`src/rtl/maze_bfs_solver.sv`:
```
// Breadth-first maze solver. Loads a ROWS x COLS bit-serial maze and searches
// from (0,0) to (ROWS-1,COLS-1) with right/down/left/up neighbour order. It
// then backtracks through the parent moves and streams the shortest path.
// A failed search gives a single beat carrying status 1 (no path) or
// status 2 (frontier FIFO overflow).
module maze_bfs_solver #(
    parameter int ROWS     = 17,
    parameter int COLS     = 17,
    parameter int QDEPTH   = 32,
    parameter int MAX_PATH = ROWS*COLS-1
) (
    input  logic       clk,
    input  logic       rst_n,
    input  logic       in_valid,
    input  logic       in,
    output logic       in_ready,
    output logic       out_valid,
    output logic [1:0] out,
    output logic       out_last,
    output logic [1:0] status
);
    localparam int NCELL = ROWS*COLS;
    localparam int RW    = $clog2(ROWS);
    localparam int CW    = $clog2(COLS);
    localparam int IW    = $clog2(NCELL);
    localparam int QW    = $clog2(QDEPTH);
    localparam int CNW   = $clog2(QDEPTH+1);
    localparam int PW    = $clog2(MAX_PATH+1);

    typedef enum logic [2:0] {IDLE, LOAD, SEARCH, TRACE, OUTPUT, FAIL} state_t;

    state_t              state;
    logic [NCELL-1:0]    open_q;
    logic [NCELL-1:0]    vis_q;
    logic [1:0]          par_q  [NCELL];
    logic [RW+CW-1:0]    fifo_q [QDEPTH];
    logic [1:0]          path_q [MAX_PATH];
    logic [QW-1:0]       head_q, tail_q;
    logic [CNW-1:0]      cnt_q;
    logic [IW-1:0]       lcnt_q;
    logic [PW-1:0]       plen_q, rd_q;
    logic [RW-1:0]       cur_r, tr_r;
    logic [CW-1:0]       cur_c, tr_c;
    logic [1:0]          dir_q;
    logic                started_q;

    function automatic logic [IW-1:0] cidx(input logic [RW-1:0] r, input logic [CW-1:0] c);
        return IW'(int'(r) * COLS + int'(c));
    endfunction

    function automatic logic [QW-1:0] qinc(input logic [QW-1:0] p);
        return (p == QW'(QDEPTH-1)) ? '0 : p + QW'(1);
    endfunction

    logic [RW-1:0]    nb_r, pr;
    logic [CW-1:0]    nb_c, pc;
    logic [IW-1:0]    nb_idx, tr_idx;
    logic             nb_in, nb_en, nb_goal;
    logic [1:0]       tm;
    logic             srch, ovf, do_push, hit, dead, do_pop;
    logic [RW+CW-1:0] nxt_cur;

    // Candidate neighbour of the current cell, with non-wrapping bounds checks
    always_comb begin
        nb_r  = cur_r;
        nb_c  = cur_c;
        nb_in = 1'b0;
        case (dir_q)
            2'd0: begin nb_in = (int'(cur_c) < COLS-1); nb_c = cur_c + CW'(1); end
            2'd1: begin nb_in = (int'(cur_r) < ROWS-1); nb_r = cur_r + RW'(1); end
            2'd2: begin nb_in = (cur_c != '0);          nb_c = cur_c - CW'(1); end
            default: begin nb_in = (cur_r != '0);       nb_r = cur_r - RW'(1); end
        endcase
        nb_idx  = cidx(nb_r, nb_c);
        nb_en   = nb_in && open_q[nb_idx] && !vis_q[nb_idx];
        nb_goal = (nb_r == RW'(ROWS-1)) && (nb_c == CW'(COLS-1));

        // A step that empties the FIFO while pushing must take the pushed cell
        nxt_cur = (cnt_q == '0) ? {nb_r, nb_c} : fifo_q[head_q];

        srch    = (state == SEARCH) && started_q;
        ovf     = srch && nb_en && (cnt_q == CNW'(QDEPTH));
        do_push = srch && nb_en && !ovf;
        hit     = do_push && nb_goal;
        dead    = srch && !ovf && !hit && (dir_q == 2'd3) && (cnt_q == '0) && !nb_en;
        do_pop  = srch && !ovf && !hit && (dir_q == 2'd3) && !dead;

        // Backtrack step: undo the move that entered the trace cell
        tr_idx = cidx(tr_r, tr_c);
        tm     = par_q[tr_idx];
        pr     = tr_r;
        pc     = tr_c;
        case (tm)
            2'd0:    pc = tr_c - CW'(1);
            2'd1:    pr = tr_r - RW'(1);
            2'd2:    pc = tr_c + CW'(1);
            default: pr = tr_r + RW'(1);
        endcase
    end

    // Controller: load, search, trace, stream; all outputs registered
    always_ff @(posedge clk) begin
        if (!rst_n) begin
            state     <= IDLE;
            in_ready  <= 1'b1;
            out_valid <= 1'b0;
            out       <= 2'd0;
            out_last  <= 1'b0;
            status    <= 2'd0;
            vis_q     <= '0;
            for (int i = 0; i < NCELL; i++) par_q[i] <= 2'd0;
            head_q    <= '0;
            tail_q    <= '0;
            cnt_q     <= '0;
            lcnt_q    <= '0;
            plen_q    <= '0;
            rd_q      <= '0;
            started_q <= 1'b0;
            dir_q     <= 2'd0;
            cur_r     <= '0;
            cur_c     <= '0;
            tr_r      <= '0;
            tr_c      <= '0;
        end else begin
            if (do_push) begin
                fifo_q[tail_q]  <= {nb_r, nb_c};
                tail_q          <= qinc(tail_q);
                vis_q[nb_idx]   <= 1'b1;
                par_q[nb_idx]   <= dir_q;
            end
            if (do_pop) head_q <= qinc(head_q);
            cnt_q <= cnt_q + CNW'(do_push) - CNW'(do_pop);

            case (state)
                IDLE, LOAD: begin
                    if (in_valid) begin
                        open_q[lcnt_q] <= in;
                        if (lcnt_q == IW'(NCELL-1)) begin
                            state     <= SEARCH;
                            in_ready  <= 1'b0;
                            lcnt_q    <= '0;
                            started_q <= 1'b0;
                        end else begin
                            state  <= LOAD;
                            lcnt_q <= lcnt_q + IW'(1);
                        end
                    end
                end
                SEARCH: begin
                    if (!started_q) begin
                        if (!open_q[0] || !open_q[NCELL-1]) begin
                            state     <= FAIL;
                            out_valid <= 1'b1;
                            out_last  <= 1'b1;
                            out       <= 2'd0;
                            status    <= 2'd1;
                        end else begin
                            vis_q[0]  <= 1'b1;
                            cur_r     <= '0;
                            cur_c     <= '0;
                            dir_q     <= 2'd0;
                            started_q <= 1'b1;
                        end
                    end else if (ovf || dead) begin
                        state     <= FAIL;
                        out_valid <= 1'b1;
                        out_last  <= 1'b1;
                        out       <= 2'd0;
                        status    <= ovf ? 2'd2 : 2'd1;
                    end else if (hit) begin
                        state  <= TRACE;
                        tr_r   <= RW'(ROWS-1);
                        tr_c   <= CW'(COLS-1);
                        plen_q <= '0;
                    end else if (do_pop) begin
                        {cur_r, cur_c} <= nxt_cur;
                        dir_q          <= 2'd0;
                    end else begin
                        dir_q <= dir_q + 2'd1;
                    end
                end
                TRACE: begin
                    path_q[plen_q] <= tm;
                    plen_q         <= plen_q + PW'(1);
                    tr_r           <= pr;
                    tr_c           <= pc;
                    if (pr == '0 && pc == '0) begin
                        state     <= OUTPUT;
                        out_valid <= 1'b1;
                        out       <= tm;
                        out_last  <= (plen_q == '0);
                        status    <= 2'd0;
                        rd_q      <= plen_q;
                    end
                end
                OUTPUT, FAIL: begin
                    if (state == OUTPUT && !out_last) begin
                        rd_q     <= rd_q - PW'(1);
                        out      <= path_q[rd_q - PW'(1)];
                        out_last <= (rd_q == PW'(1));
                    end else begin
                        // Wipe search state on the way out so the next maze loads at once
                        state     <= IDLE;
                        in_ready  <= 1'b1;
                        out_valid <= 1'b0;
                        out       <= 2'd0;
                        out_last  <= 1'b0;
                        status    <= 2'd0;
                        vis_q     <= '0;
                        for (int i = 0; i < NCELL; i++) par_q[i] <= 2'd0;
                        head_q    <= '0;
                        tail_q    <= '0;
                        cnt_q     <= '0;
                        lcnt_q    <= '0;
                        plen_q    <= '0;
                        started_q <= 1'b0;
                    end
                end
                default: state <= IDLE;
            endcase
        end
    end
endmodule

```
`config.mk`:
```
export PLATFORM = sky130hd
export DESIGN_NAME = maze_bfs_solver
export DESIGN_NICKNAME = d
export VERILOG_FILES = /design/src/rtl/maze_bfs_solver.sv
export SDC_FILE = /design/constraint.sdc
export NUM_CORES = 2
export LEC_CHECK = 0
export ABC_CLOCK_PERIOD_IN_PS = 24500
export CAP_MARGIN = 20
export CORE_ASPECT_RATIO = 0.7
export CORE_MARGIN = 2
export CORE_UTILIZATION = 65
export DETAILED_ROUTE_END_ITERATION = 10
export PLACE_DENSITY_LB_ADDON = 0.2
export SYNTH_ARGS = -nofsm -noshare
export SYNTH_HDL_FRONTEND = slang
export SYNTH_SLANG_ARGS = --single-unit
```
`constraint.sdc`:
```
create_clock -name clk -period 24.5 [get_ports clk]
set_clock_uncertainty 0.2 [all_clocks]
set_input_delay 4.9 -clock clk [delete_from_list [all_inputs] [get_ports clk]]
set_output_delay 4.9 -clock clk [all_outputs]
set_load 0.1 [all_outputs]
```
Word level (Yosys, flattened, before mapping) --
Memories as Yosys holds them, arrays and structs flattened. A register that Yosys moved wholly into a read port is not among the register bits. Index checks and enable logic that the tools add are counted.
Word-level totals: memories 3, input bits 4, output and inout bits 7, bits in registers 654, word-level logic and storage cells 833, bits in writable memories 1474
Cells by class: muxes and demuxes 403, order comparisons 6, reductions and logical operators 59, equal/unequal tests 32, bitwise logic cells 290, $mul 2, add/sub/neg operators 18
Memories:
- par_q | words 289, bits a word 2, read ports 1, clocked after memory_dff 0, write ports 289, line 35 | logic [1:0] par_q [NCELL];
- path_q | words 288, bits a word 2, read ports 1, clocked after memory_dff 0, write ports 1, line 37 | logic [1:0] path_q [MAX_PATH];
- fifo_q | words 32, bits a word 10, read ports 1, clocked after memory_dff 1, write ports 1, line 36 | logic [RW+CW-1:0] fifo_q [QDEPTH];
Operators by type and width (number):
- 2-bit 2-to-1 mux | 307
- 289-bit 2-to-1 mux | 2
- 289-bit bitwise mux | 1
- 1-bit OR | 289
- 289-bit OR | 1
- 288-bit 2-to-1 mux | 1
- 5-bit 2-to-1 mux | 21
- 9-bit 2-to-1 mux | 9
- 5-bit one-hot mux with 2 select lines | 6
- 9-bit one-hot mux with 2 select lines | 2
- 5-bit by 1-bit adder with 5-bit output (second input constant) | 6
- 1-bit 2-to-1 mux | 30
- 9-bit one-hot mux with 3 select lines | 1
- 2-bit != test (second input constant) | 11
- 3-bit 2-to-1 mux | 7
- 5-bit == test (second input constant) | 4
- 9-bit by 10-bit < comparator with 1-bit output (second input constant) | 2
- 4-bit AND reduction | 5
- 5-bit AND reduction | 4
- 5-bit by 1-bit subtractor with 5-bit output (second input constant) | 4
- 9-bit by 1-bit adder with 9-bit output (second input constant) | 2
- 9-bit by 5-bit adder with 9-bit output | 2
- 1-bit binary-select mux with 9-bit select | 2
- 1-bit demux with 9-bit select | 2
- other kinds (37) | 89

Depth between registers and ports, before layout --
depth after elaboration 25, mapped depth 36, gate-level depth less buffers 35

Worst setup path after synthesis --
No wires, ideal clock.
path type reg2reg, from reg dir_q[1], to reg cnt_q[4], cell stages (with the launch flop) 30, period minus slack after synthesis 11.222 ns, required time 24.172 ns, setup time 0.128 ns, data arrival time 10.894 ns, buffers on the path 0, path slack 13.278 ns, cell sequence dfxtp_1 inv_1 ha_1 inv_1 ha_1 and3_1 o21a_1 o31ai_2 ha_1 ha_1 ha_1 ha_1 a21oi_1 xnor2_1 nand2_1 or4b_2 o2111ai_1 o2bb2ai_2 nor2_1 o2111ai_2 inv_1 ha_1 inv_1 ha_1 fa_1 a21oi_1 nor2_1 nor2_1 xor2_1 nor2_1
On the way: cells in the longest elaborated chain, start to end 24, elaborated cells on any way between the ends 38, classes of those cells add/sub (3); mul (1); eq/ne (5); mux (9); reduce/logical (20)
Ends and longest elaborated chain:
- start: declaration | line 44 | logic [1:0] dir_q;
- start signal: assignment | line 179 | dir_q <= dir_q + 2'd1;
- 2-bit == test or 2-bit zero test (tied branches) | line 68 | case (dir_q)
- 2-bit OR reduction (no source line)
- 5-bit one-hot mux with 2 select lines * | line 68
- via nb_r[4] | line 55 | logic [RW-1:0] nb_r, pr;
- parallel branches: the longest is 18 deep, another holds 5-bit by 5-bit multiplier with 9-bit output
- 6-bit by 1-bit subtractor with 6-bit output * | line 132 | cnt_q <= cnt_q + CNW'(do_push) - CNW'(do_pop);
- 6-bit 2-to-1 mux | line 197 | if (state == OUTPUT && !out_last) begin
- 6-bit 2-to-1 mux * | line 134 | case (state)
- end signal: assignment | line 132
- end: declaration | line 39 | logic [CNW-1:0] cnt_q;
Mark *: on every way through the listed nets, which the timed path passes. The select of a mux whose other input is x is not followed. A chain may end at the register's enable or synchronous reset.

Worst setup path after layout --
from reg dir_q[1], to mem fifo_q[7][3] (netlist bit), enable pin
On the way: cells in the longest elaborated chain, start to end 16, elaborated cells on any way between the ends 23, classes of those cells add/sub (1); mul (1); eq/ne (2); mux (10); reduce/logical (9)
Ends and longest elaborated chain:
- 2-bit == test or 2-bit zero test (tied branches) | line 68
- 2-bit OR reduction (no source line)
- 5-bit one-hot mux with 2 select lines * | line 68
- via nb_r[2] | line 55
- 5-bit by 5-bit multiplier with 9-bit output * | line 48 | return IW'(int'(r) * COLS + int'(c));
- 9-bit by 5-bit adder with 9-bit output * | line 48
- 1-bit binary-select mux with 9-bit select | line 75 | nb_en = nb_in && open_q[nb_idx] && !vis_q[nb_idx];
- 1-bit 2-to-1 mux (implied by the code) | line 75
- 1-bit logical AND or 1-bit zero test (tied branches) | line 75
- 1-bit logical AND * | line 75
- 1-bit logical AND * | line 82, 83
- 1-bit logical AND | line 82 | ovf = srch && nb_en && (cnt_q == CNW'(QDEPTH));
- 1-bit zero test | line 83 | do_push = srch && nb_en && !ovf;
- 1-bit logical AND * | line 83
- 1-bit 2-to-1 mux * | line 125 | if (do_push) begin
- 1-bit 2-to-1 mux * | line 103 | if (!rst_n) begin
- 1-bit 2-to-1 mux (implied by the code) * | line 126 | fifo_q[tail_q] <= {nb_r, nb_c};
- end: declaration | line 36
Mark *: on every way through the listed nets, which the timed path passes. The rest lies on a longest branch. The select of a mux whose other input is x is not followed.

==> out/results.ini <==
[worst_setup_path]
startpoint_type = flop
critPathCaptureType = flop
cp.arrival_ns = 10.49
cp_max_fo = 43
crit_required_ns = 24.79
path_class = flop to flop

[routing]
vias_per_cell = 6.716
postRouteAntennaNets = 0
dr.pass1.iters = 8
drc_errors = 0
num_vias = 70540
routed_wl_mm = 295.1
wl_per_cell_um = 28.10
drt_iter0_drc = 12350

[cts]
cts_tree = built
cts_hold_buf = 0
clock_latency_ns = 0.89
postCtsSetupBuffers = 0
cts_buffers = 227
cts_max_level = 4
cts.path.max_buffers = 3
clock-root-buffer = clkbuf_16
cts.repair.resized = 0
clk_pin_slew_worst_paths_ns = 0.07
cts.sinks = 2574

[sta]
setup_viol = 0
tns_ns = 0
finalCritPeriodShare = 0.4164
min_period_ns = 10.20
slew_violations = 0
rsz0062_at_grt = no
max_slew_margin = 0.05045
fmax_mhz = 98.03
hold_violations = 0
worst_pin_slew_ns = 1.422

[floorplanning]
die_x_um = 494.0
pin_count = 11
fp.coreArea_mm2 = 0.1664
die_h_um = 347.0
initial_core_util = 0.6566
num_rows = 125
dieArea_mm2 = 0.1714

[final_layout]
nets = 8163
mostFrequentLayoutCell = edfxtp_1
seqCellArea_mm2 = 0.07366
final_cell_mix = 2209 x edfxtp_1, 1591 x nor2_1, 446 x conb_1
stdcell_count = 10500
fillers = 10670
multiInputGateArea_mm2 = 0.03476
syn2layout_area_growth_pct = 10.20
drive_above_1_share = 0.1344

[yosys]
synthTopCellsByArea = edfxtp_1 61%, mux4_2 9.2%, dfxtp_1 6.7%, nor2_1 5.5%, mux2i_1 2.4%
avgSynthCellArea_um2 = 13.96
synthCells = 7828
yosysSeqAreaShare = 0.6740
syn_area_mm2 = 0.1093
synth-async-reset-ratio = 0
synth_cell_types = 86
synth-seq-cells = 2574
synth_top_area_frac = 0.6071
synth_area_leader_cell = edfxtp_1
yosys_warnings = 0
ys.flop_type = edfxtp_1
synth_enable_flop_cells = 2209

[place]
post-place-cells = 10060
place_congestion = 0.9818
dp_hpwl_mm = 175.8
place.port_buffers = 10

[flow_run]
maxCapViolCount = 0

[pwr]
power_leakage_nw = 39.06
power_density_mw_per_mm2 = 70.09
irDropWorstVdd_mv = 0.06507

[global_routing]
grt_max_degree = 160
grt_util_all_layers = 0.3437
antenna_found_initial = 10
grt_pass1_vias = 67450
gr-total-overflow = 0
grt_pass1_wl_mm = 434.5

[outcome]
status = finished clean

[worst_hold_path]
hold_class = flop to flop

-- cells in the mapped netlist (all sizes together) (10+ instances only) --
master,number
a22oi,108
edfxtp,2209
mux2,32
ha,73
a221oi,34
a31oi,32
o221ai,19
mux4,444
or2,11
o21ai,366
clkbuf,470
o211ai,26
nand4,38
and3,27
dfxtp,365
a211oi,53
a311oi,13
nand3b,39
o2111ai,10
nor4,15
o32ai,16
nor3b,76
buf,156
a2111oi,11
nor2,1601
nand2b,81
nor3,68
a21oi,364
nand2,260
and2,19
o21a,67
mux2i,259
nand3,110
nor2b,101
xor2,15
inv,84
xnor2,35
o22ai,11
a21o,12
-- worst paths after layout --
path             start  depth (start not counted)            to  slack (ns)
max           dir_q[1]                         25  fifo_q[7][3]       14.30
min          vis_q[50]                          2     vis_q[50]        0.26
max reg2reg   dir_q[1]                         25  fifo_q[7][3]       14.30
min reg2reg  vis_q[50]                          2     vis_q[50]        0.26
-- metal layers --
metal  up-vias  share of wire  global-route usage
met1     34920           0.37              0.5065
li1      29360              -                   -
met4         8          0.036              0.1088
met5         -        0.00031                   0
met2      5441           0.43              0.4861
met3       814           0.16              0.1184
-- report_power, final --
part	internal (W)	total, W	switching (W)
Sequential	0.00479	0.00481	0.0000193
Combinational	0.0000311	0.000125	0.0000934
Clock	0.00190	0.00350	0.00160
Total	0.00672	0.00844	0.00172
-- registers in the layout, indices dropped and copies added, names as in the netlist, 2 cells and up --
register / count
head_q: 5
status: 2
state: 3
tr_r: 5
vis_q: 289
path_q: 576
out: 2
plen_q: 9
cur_r: 5
cur_c: 5
cnt_q: 6
dir_q: 2
rd_q: 9
lcnt_q: 9
tr_c: 5
open_q: 289
par_q: 1024
fifo_q: 320
tail_q: 5
-- through the flow --
step	utilization	hold slack (ns)	total power, W	instance area, um^2	worst slack [ns]
final	0.7235	0.2588	0.008439	120400	14.30
after global routing	0.7235	0.2683	0.008639	120400	14.04
after CTS	0.7228	0.2591	0.008448	120300	14.62
after detailed placement	0.6796	0.2441	0.005023	113100	14.73
after global placement	0.6793	0.2375	0.005016	113000	15.11
after floorplan	-	0.2204	0.004979	110900	13.28
-- critical path, stage by stage, from the launching register on --
cell       delay (ns)
dfxtp_4          0.65
inv_1            0.18
ha_1             0.25
inv_1            0.18
ha_1             0.31
xnor2_1          0.16
nor2_1           0.06
a21oi_1          0.21
inv_1            0.07
buf_4            0.26
ha_1             0.33
ha_1             0.28
ha_2             0.20
fa_2             0.56
buf_4            0.45
nand2b_1         0.45
a21oi_1          0.08
a2111oi_0        1.06
o211ai_1         0.14
nor4_1           0.34
o2bb2ai_2        0.23
nor3_4           0.89
inv_2            0.42
nor2_1           0.43
nand2_1          0.48
nor2_1           0.92
-- cell type report --
| type | instances | share of cell area |
|---|---|---|
| Tap cell | 2222 | 0.02309 |
| Clock buffer | 298 | 0.05125 |
| Sequential cell | 2574 | 0.6117 |
| Inverter | 84 | 0.002702 |
| Timing Repair Buffer | 202 | 0.01398 |
| Antenna cell | 5 | 0.0001039 |
| Multi-Input combinational cell | 4989 | 0.2887 |
| Clock inverter | 129 | 0.008396 |
-- logic make-up (layout without fill, tap and decap cells) --
| group | count (synthesis) | in the layout | share of synthesized area |
|---|---|---|---|
| flip-flops | 2574 | 2574 | 0.6740 |
| XOR/XNOR | 50 | 50 | 0.004008 |
| buffers and inverters | 710 | 713 | 0.02667 |
| adder cells (fa/ha/maj) | 81 | 81 | 0.009825 |
| multiplexers | 735 | 735 | 0.1185 |
| AO/OA/AOI/OAI | 1207 | 1207 | 0.06823 |
| other | 1 | 451 | 0.00003432 |
| AND/OR/NAND/NOR | 2470 | 2470 | 0.09870 |
Note: power is estimated with default switching activity, not from simulation.
